===== config.mk =====
export PLATFORM = sky130hd
export DESIGN_NAME = ex_fwd_stage
export DESIGN_NICKNAME = d
export VERILOG_FILES = /design/src/rtl/ex_fwd_stage.sv
export SDC_FILE = /design/constraint.sdc
export NUM_CORES = 1
export LEC_CHECK = 0
export CAP_MARGIN = 20
export CORE_MARGIN = 1
export CORE_UTILIZATION = 25
export CTS_CLUSTER_SIZE = 28
export DETAILED_ROUTE_END_ITERATION = 8
export HOLD_SLACK_MARGIN = 0.1
export PLACE_DENSITY_LB_ADDON = 0.12
export SYNTH_ARGS = -nofsm -noshare
export SYNTH_HDL_FRONTEND = slang
export SYNTH_SLANG_ARGS = --single-unit

===== constraint.sdc =====
create_clock -name clk -period 2.8 [get_ports clk]
set_input_delay 0.56 -clock clk [delete_from_list [all_inputs] [get_ports clk]]
set_output_delay 0.56 -clock clk [all_outputs]
set_load 0.02 [all_outputs]

===== src/rtl/ex_fwd_stage.sv =====
// ex_fwd_stage: resolves ID operands against in-flight results and registers them into the EX stage.
// Latency: one cycle from an ID transfer to ex_valid; one instruction per cycle when hazard-free.
// Backpressure: id_ready drops while a winning forward source is pending or while ex_valid is held by !ex_ready.
module ex_fwd_stage #(
    parameter int DW   = 32,
    parameter int NSRC = 2,
    parameter int AW   = 5,
    parameter int CW   = 16
) (
    input  logic                 clk,
    input  logic                 rst,
    input  logic                 id_valid,
    output logic                 id_ready,
    input  logic [AW-1:0]        id_rs,
    input  logic [AW-1:0]        id_rt,
    input  logic [DW-1:0]        id_rs_data,
    input  logic [DW-1:0]        id_rt_data,
    input  logic [AW-1:0]        id_wreg,
    input  logic                 id_regwrite,
    input  logic                 id_memread,
    input  logic [NSRC-1:0]      fwd_we,
    input  logic [NSRC*AW-1:0]   fwd_addr,
    input  logic [NSRC*DW-1:0]   fwd_data,
    input  logic [NSRC-1:0]      fwd_pend,
    output logic                 ex_valid,
    input  logic                 ex_ready,
    output logic [DW-1:0]        ex_op1,
    output logic [DW-1:0]        ex_op2,
    output logic [AW-1:0]        ex_wreg,
    output logic                 ex_regwrite,
    output logic                 ex_memread,
    output logic [2:0]           ex_fwd1,
    output logic [2:0]           ex_fwd2,
    output logic [CW-1:0]        stall_cnt
);

    // Result of resolving one operand: chosen data, select (0 = regfile, i+1 = source i), pending flag.
    typedef struct packed {
        logic [DW-1:0] data;
        logic [2:0]    sel;
        logic          pend;
    } resolved_t;

    // Everything the EX pipeline register carries besides its valid bit.
    typedef struct packed {
        logic [DW-1:0] op1;
        logic [DW-1:0] op2;
        logic [AW-1:0] wreg;
        logic          regwrite;
        logic          memread;
        logic [2:0]    fwd1;
        logic [2:0]    fwd2;
    } exFields_t;

    typedef enum logic {
        RUN   = 1'b0,
        STALL = 1'b1
    } state_t;

    // Walk from the oldest source to the nearest so the lowest matching index is the last writer and wins.
    // Address 0 is hard-wired zero, so it never picks up forwarded data.
    function automatic resolved_t resolveOperand(
        input logic [AW-1:0]      addr,
        input logic [DW-1:0]      rfData,
        input logic [NSRC-1:0]    we,
        input logic [NSRC*AW-1:0] addrs,
        input logic [NSRC*DW-1:0] datas,
        input logic [NSRC-1:0]    pends
    );
        resolved_t res;
        res.data = rfData;
        res.sel  = 3'd0;
        res.pend = 1'b0;
        for (int i = NSRC - 1; i >= 0; i--) begin
            if (we[i] && (addrs[i*AW +: AW] != '0) && (addrs[i*AW +: AW] == addr)) begin
                res.data = datas[i*DW +: DW];
                res.sel  = 3'(i + 1);
                res.pend = pends[i];
            end
        end
        return res;
    endfunction

    resolved_t res1;
    resolved_t res2;
    exFields_t exQ;
    exFields_t exNext;
    logic      exValidQ;
    logic      hazard;
    logic      load;
    logic      idReady;
    logic      xfer;
    state_t    state;
    logic [CW-1:0] stallCntQ;

    // Forwarding is purely combinational on this cycle's source buses; a pending winner is a hazard.
    always_comb begin
        res1   = resolveOperand(id_rs, id_rs_data, fwd_we, fwd_addr, fwd_data, fwd_pend);
        res2   = resolveOperand(id_rt, id_rt_data, fwd_we, fwd_addr, fwd_data, fwd_pend);
        hazard = res1.pend | res2.pend;
        load   = ~exValidQ | ex_ready;
        idReady = load & ~hazard & ~rst;
        xfer   = id_valid & idReady;
        exNext.op1      = res1.data;
        exNext.op2      = res2.data;
        exNext.wreg     = id_wreg;
        exNext.regwrite = id_regwrite;
        exNext.memread  = id_memread;
        exNext.fwd1     = res1.sel;
        exNext.fwd2     = res2.sel;
    end

    // EX pipeline register: capture on transfer, bubble when loadable but idle, hold when blocked.
    always_ff @(posedge clk) begin
        if (rst) begin
            exValidQ <= 1'b0;
            exQ      <= '0;
        end else if (load) begin
            exValidQ <= xfer;
            if (xfer) begin
                exQ <= exNext;
            end
        end
    end

    // Stall tracking: FSM follows the hazard, counter saturates instead of wrapping.
    always_ff @(posedge clk) begin
        if (rst) begin
            state     <= RUN;
            stallCntQ <= '0;
        end else begin
            case (state)
                RUN:     if (id_valid && hazard) state <= STALL;
                STALL:   if (!hazard)            state <= RUN;
                default: state <= RUN;
            endcase
            if (id_valid && hazard && (stallCntQ != '1)) begin
                stallCntQ <= stallCntQ + CW'(1);
            end
        end
    end

    assign id_ready    = idReady;
    assign ex_valid    = exValidQ;
    assign ex_op1      = exQ.op1;
    assign ex_op2      = exQ.op2;
    assign ex_wreg     = exQ.wreg;
    assign ex_regwrite = exQ.regwrite;
    assign ex_memread  = exQ.memread;
    assign ex_fwd1     = exQ.fwd1;
    assign ex_fwd2     = exQ.fwd2;
    assign stall_cnt   = stallCntQ;

endmodule


# [Word level (Yosys, flattened, before mapping)]
# Index checks and enable logic that the tools add are counted.
[op_classes] addsub=1 eq_ne=5 mux=4 bitwise_logic=8 n_reduce_logical=11
[op_table] op="36-bit two-way mux" count=4
[op_table] op="5-bit == test" count=4
[op_table] op="16-bit by 1-bit adder with 16-bit output (second input constant)" count=1
[op_table] op="16-bit inequality test (second input constant)" count=1
[op_table] op="5-bit nonzero test" count=2
[op_table] op="1-bit logical AND" count=8
[op_table] op="1-bit AND" count=3
[op_table] op="1-bit NOT" count=3
[op_table] op="1-bit OR" count=2
[op_table] op="2-bit AND reduction" count=1
[totals] regBits=94 inputBits=163

# [Longest topological paths before layout]
[logic_depth] depth_word=11 ltp_mapped=10 mapped_depth_nobuf=7

# [Worst setup path after synthesis]
# OpenSTA, ideal clock, no wires.
[synth_path] path_kind="in2out" from="in fwd_addr[6]" to="out id_ready" t_arrival_ns=2.730 slack_ns=-0.490 stages=5 n_path_buf=0 path_cell_list="or4_4 > nor2_4 > nor4_4 > a22o_2 > a2111oi_0"
[synth_between] elab_chain_cells=9 elab_cells_between_ends=14 classes_between="eq/ne (2); mux (4); bitwise (4); reduce/logical (4)"
[synth_lines] item="start: declaration" line="22" rtl="input logic [NSRC*AW-1:0] fwd_addr,"
[synth_lines] item="5-bit nonzero test" line="75" rtl="if (we[i] && (addrs[i*AW +: AW] != '0) && (addrs[i*AW +: AW] == addr)) begin"
[synth_lines] item="1-bit logical AND (2 in a row)" line="75"
[synth_lines] item="36-bit two-way mux (2 in a row)" line="75"
[synth_lines] item="1-bit OR (*)" line="100" rtl="hazard = res1.pend | res2.pend;"
[synth_lines] item="1-bit NOT (*)" line="102" rtl="idReady = load & ~hazard & ~rst;"
[synth_lines] item="1-bit AND (*) (2 in a row)" line="102"
[synth_lines] item="end: declaration" line="13" rtl="output logic id_ready,"
# Every way passes the cells marked *; elsewhere a longest branch is shown, timed or not.

# [Worst setup path in the final report]
[layout_path] from="in fwd_addr[4]" to="out id_ready"
[layout_between] elab_chain_cells=8 elab_cells_between_ends=12 classes_between="eq/ne (2); mux (2); bitwise (4); reduce/logical (4)"
[layout_lines] item="5-bit nonzero test" line="75"
[layout_lines] item="1-bit logical AND (2 in a row)" line="75"
[layout_lines] item="36-bit two-way mux" line="75"
[layout_lines] item="1-bit OR (*)" line="100"
[layout_lines] item="1-bit NOT (*)" line="102"
[layout_lines] item="1-bit AND (*) (2 in a row)" line="102"
# Marked as above.

==> flow_summary.yaml <==
die:
  io_pins: 258
  rows: 51
  core-area_mm2: 0.0197
  die_w_um: 145
  start_util_pct: 25.9
  die-area_mm2: 0.0210
  die_h_um: 145
cts:
  clock-sinks: 92
  cts_inserted_buffers: 9
  cts_hold_buffers: 0
  clk_latency_ns: 0.34
  root_buffer: "clkbuf_16"
  cts_tree: "yes"
  clockBufferDepth: 2
  ctsHtreeMaxLevel: 3
  clk_pin_slew_ns: 0.07
timing:
  skew_ns: 0.00457
  finalSetupViolations: 1
  clock.fmax_mhz: 355
  maxSlewHeadroom_pct: 54.8
  period_share_pct: 101
  slew_violations: 0
  min_period_ns: 2.82
  setup_ws_ns: -0.0194
  tightest_slew_ns: 0.678
  hold-worst-slack_ns: 0.474
  rsz0062_at_grt: "true"
  hold_viol: 0
  finalSetupTns_ns: -0.0194
yosys:
  syn_area_per_cell_um2: 8.54
  syn_inst: 598
  netlist_area_mm2: 0.00511
  synth_top_area_share_pct: 36.0
  ys_seq_area_share_pct: 36.0
  synth_edf_count: 0
  synth_cell_types: 43
  async_flop_share_pct: 0
  synth_top_flop_cell: "dfxtp_1"
  synth.area.top_cells: "dfxtp_1 (36%), mux2i_1 (27%), o21ai_0 (7.0%)"
  synth_top_area_cell: "dfxtp_1"
  ys_warn_count: 0
  synth-seq-cells: 92
status:
  status: "complete, but fails checks"
  violations: "negative setup slack"
finish:
  final_area_mm2: 0.00875
  diodes: 0
  final_common_cell: "clkdlybuf4s50_1"
  area_delta_synth_final_pct: 71.3
  nNetsFinal: 1042
  drive_gt1_share_pct: 12.7
  layout_common_cells: "clkdlybuf4s50_1 (232), mux2i_1 (138), dfxtp_1 (92), nor2_1 (75), o21ai_0 (70)"
grt:
  track_usage_pct: 17.2
  grt_overflow: 0
  antenna_found_initial: 0
  grt_max_degree: 56
  grt_pass1_vias: 5650
  grt_pass1_wl_um: 29000
setup_path:
  crit_path_frequent_cell: "buf_4"
  crit_slowest_cell: "or3_4"
  ff2ff_path_depth: 9
  slowest_delay_ns: 0.40
  critPathLaunchType: "input port"
  r2r_start: "stall_cnt[8]"
  crit_chain: "buf_2, buf_4, xnor2_2, nand4_1, or3_4, a22o_4, a2111oi_4, buf_4"
  end_kind: "primary output"
  worstPathMaxFanout: 3
  required_ns: 2.24
  reg2reg_to: "stall_cnt[1]"
  critPathKind: "input port to primary output"
  arrival_ns: 2.26
  reg2reg_slack_ns: 0.55
detailed_routing:
  highest_layer: "met4"
  wl_met3_um: 1440
  detail_route.vias_per_cell: 4.66
  drt_iter0_drc: 129
  route.detailed.drc: 0
  ant_nets: 0
  routed_wl_um: 17900
  wl_met1_um: 7210
  met2_wirelength_um: 8900
  num_vias: 5345
  routedWlPerCell_um: 15.6
  drtPass1Iterations: 4
power:
  p_leak_nw: 3.02
  ir_worst_vdd_mv: 0.252
  p_per_area_mw_per_mm2: 407
  p_total_mw: 3.56
run:
  max_cap_viol_count: 0
placement:
  finalWeightedCongestion: 0.832
  detailed_place_hpwl_um: 13400
  numPortBuffers: 255
  place_area_mm2: 0.00834
hold_path:
  holdPathStages: 2
  hold_path.class: "flip-flop to flip-flop"
  worstHoldEndpoint: "ex_fwd2[1]"
  worstHoldStart: "ex_fwd2[1]"
[through the flow]
step | worst slack, ns | utilization, % | instances
global route | -0.0583 | 44.4 | 1148
CTS | -0.0311 | 44.4 | 1148
global placement | -0.992 | 42.3 | 1126
floorplan | 0.0193 | - | 599
detailed placement | -1.02 | 42.3 | 1126
finish | -0.0194 | 44.4 | 1148
[what timing repair did]
| action | 4_1_cts | 5_1_grt |
|---|---|---|
| gates cloned | 0 | 0 |
| pin swaps | 15 | 4 |
| setup buffers | 6 | 0 |
| gates resized for setup | 89 | 2 |
| setup endpoints to repair | 93 | 24 |
[metal layers]
layer | up-vias | global-route usage, %
met1 | 2498 | 18.8
met4 | 0 | 5.69
met3 | 18 | 5.28
met2 | 175 | 31.1
li1 | 2654 | -
met5 | - | 0
[Yosys cell counts (2+ instances only)]
cell	instances
nand3_1	9
buf_6	3
and4_1	2
inv_1	4
buf_4	6
nand4_1	6
xor2_1	10
o31ai_1	7
or3_1	8
nor2_1	76
xnor2_1	11
a21oi_1	16
buf_2	8
or4_1	8
nand2b_1	3
dfxtp_1	92
mux2i_1	138
o21ai_0	71
nor3_1	2
nand2_1	69
clkbuf_1	27
[how the worst max path moves through the flow]
stage / start / end / slack [ns] / depth (start not counted)
2_1_floorplan: fwd_addr[6] / id_ready / 0.02 / 5
3_3_place_gp: fwd_addr[4] / id_ready / -0.99 / 7
3_5_place_dp: fwd_addr[4] / id_ready / -1.02 / 7
4_1_cts: fwd_addr[9] / id_ready / -0.03 / 7
5_1_grt: id_rs[0] / id_ready / -0.06 / 7
6_report: fwd_addr[4] / id_ready / -0.02 / 8
[cells by family (layout without fill, tap and decap cells)]
logic type | Yosys count | in the layout | share of synthesized area (%)
AO/OA/AOI/OAI | 102 | 102 | 10.8
multiplexers | 138 | 138 | 27.0
AND/OR/NAND/NOR | 195 | 195 | 17.6
XOR/XNOR | 21 | 21 | 3.60
other | 1 | 2 | 0.0734
adder cells (fa/ha/maj) | 1 | 1 | 0.245
buffers and inverters | 48 | 332 | 4.60
flip-flops | 92 | 92 | 36.0
[flip-flops by register name, indices dropped and copies added, names as in the netlist]
register	cells
ex_fwd1	2
ex_fwd2	2
ex_memread	1
ex_op1	32
ex_op2	32
ex_regwrite	1
ex_valid	1
ex_wreg	5
stall_cnt	16
[power breakdown]
group	internal, mW	switching (mW)	total [mW]
clock	0.780	0.533	1.31
combinational	0.490	0.362	0.853
sequential	1.37	0.0311	1.40
total	2.64	0.927	3.56
[layout make-up]
class	count	area [µm²]
Clock buffer	9	225
Clock inverter	7	91.3
Fill cell	1894	11000
Inverter	4	15.0
Multi-Input combinational cell	459	3160
Sequential cell	92	1840
Tap cell	265	332
Timing Repair Buffer	312	3090
[worst max-delay path, delay by kind of cell]
| family | cells | cell delay, ns |
|---|---|---|
| AOI/OAI and AO/OA | 2 | 0.56 |
| xor gates and xnor gates | 1 | 0.12 |
| buffers and inverters | 3 | 0.47 |
| and+or+nand+nor | 2 | 0.55 |
No activity file was read; power rests on OpenSTA's default activity.
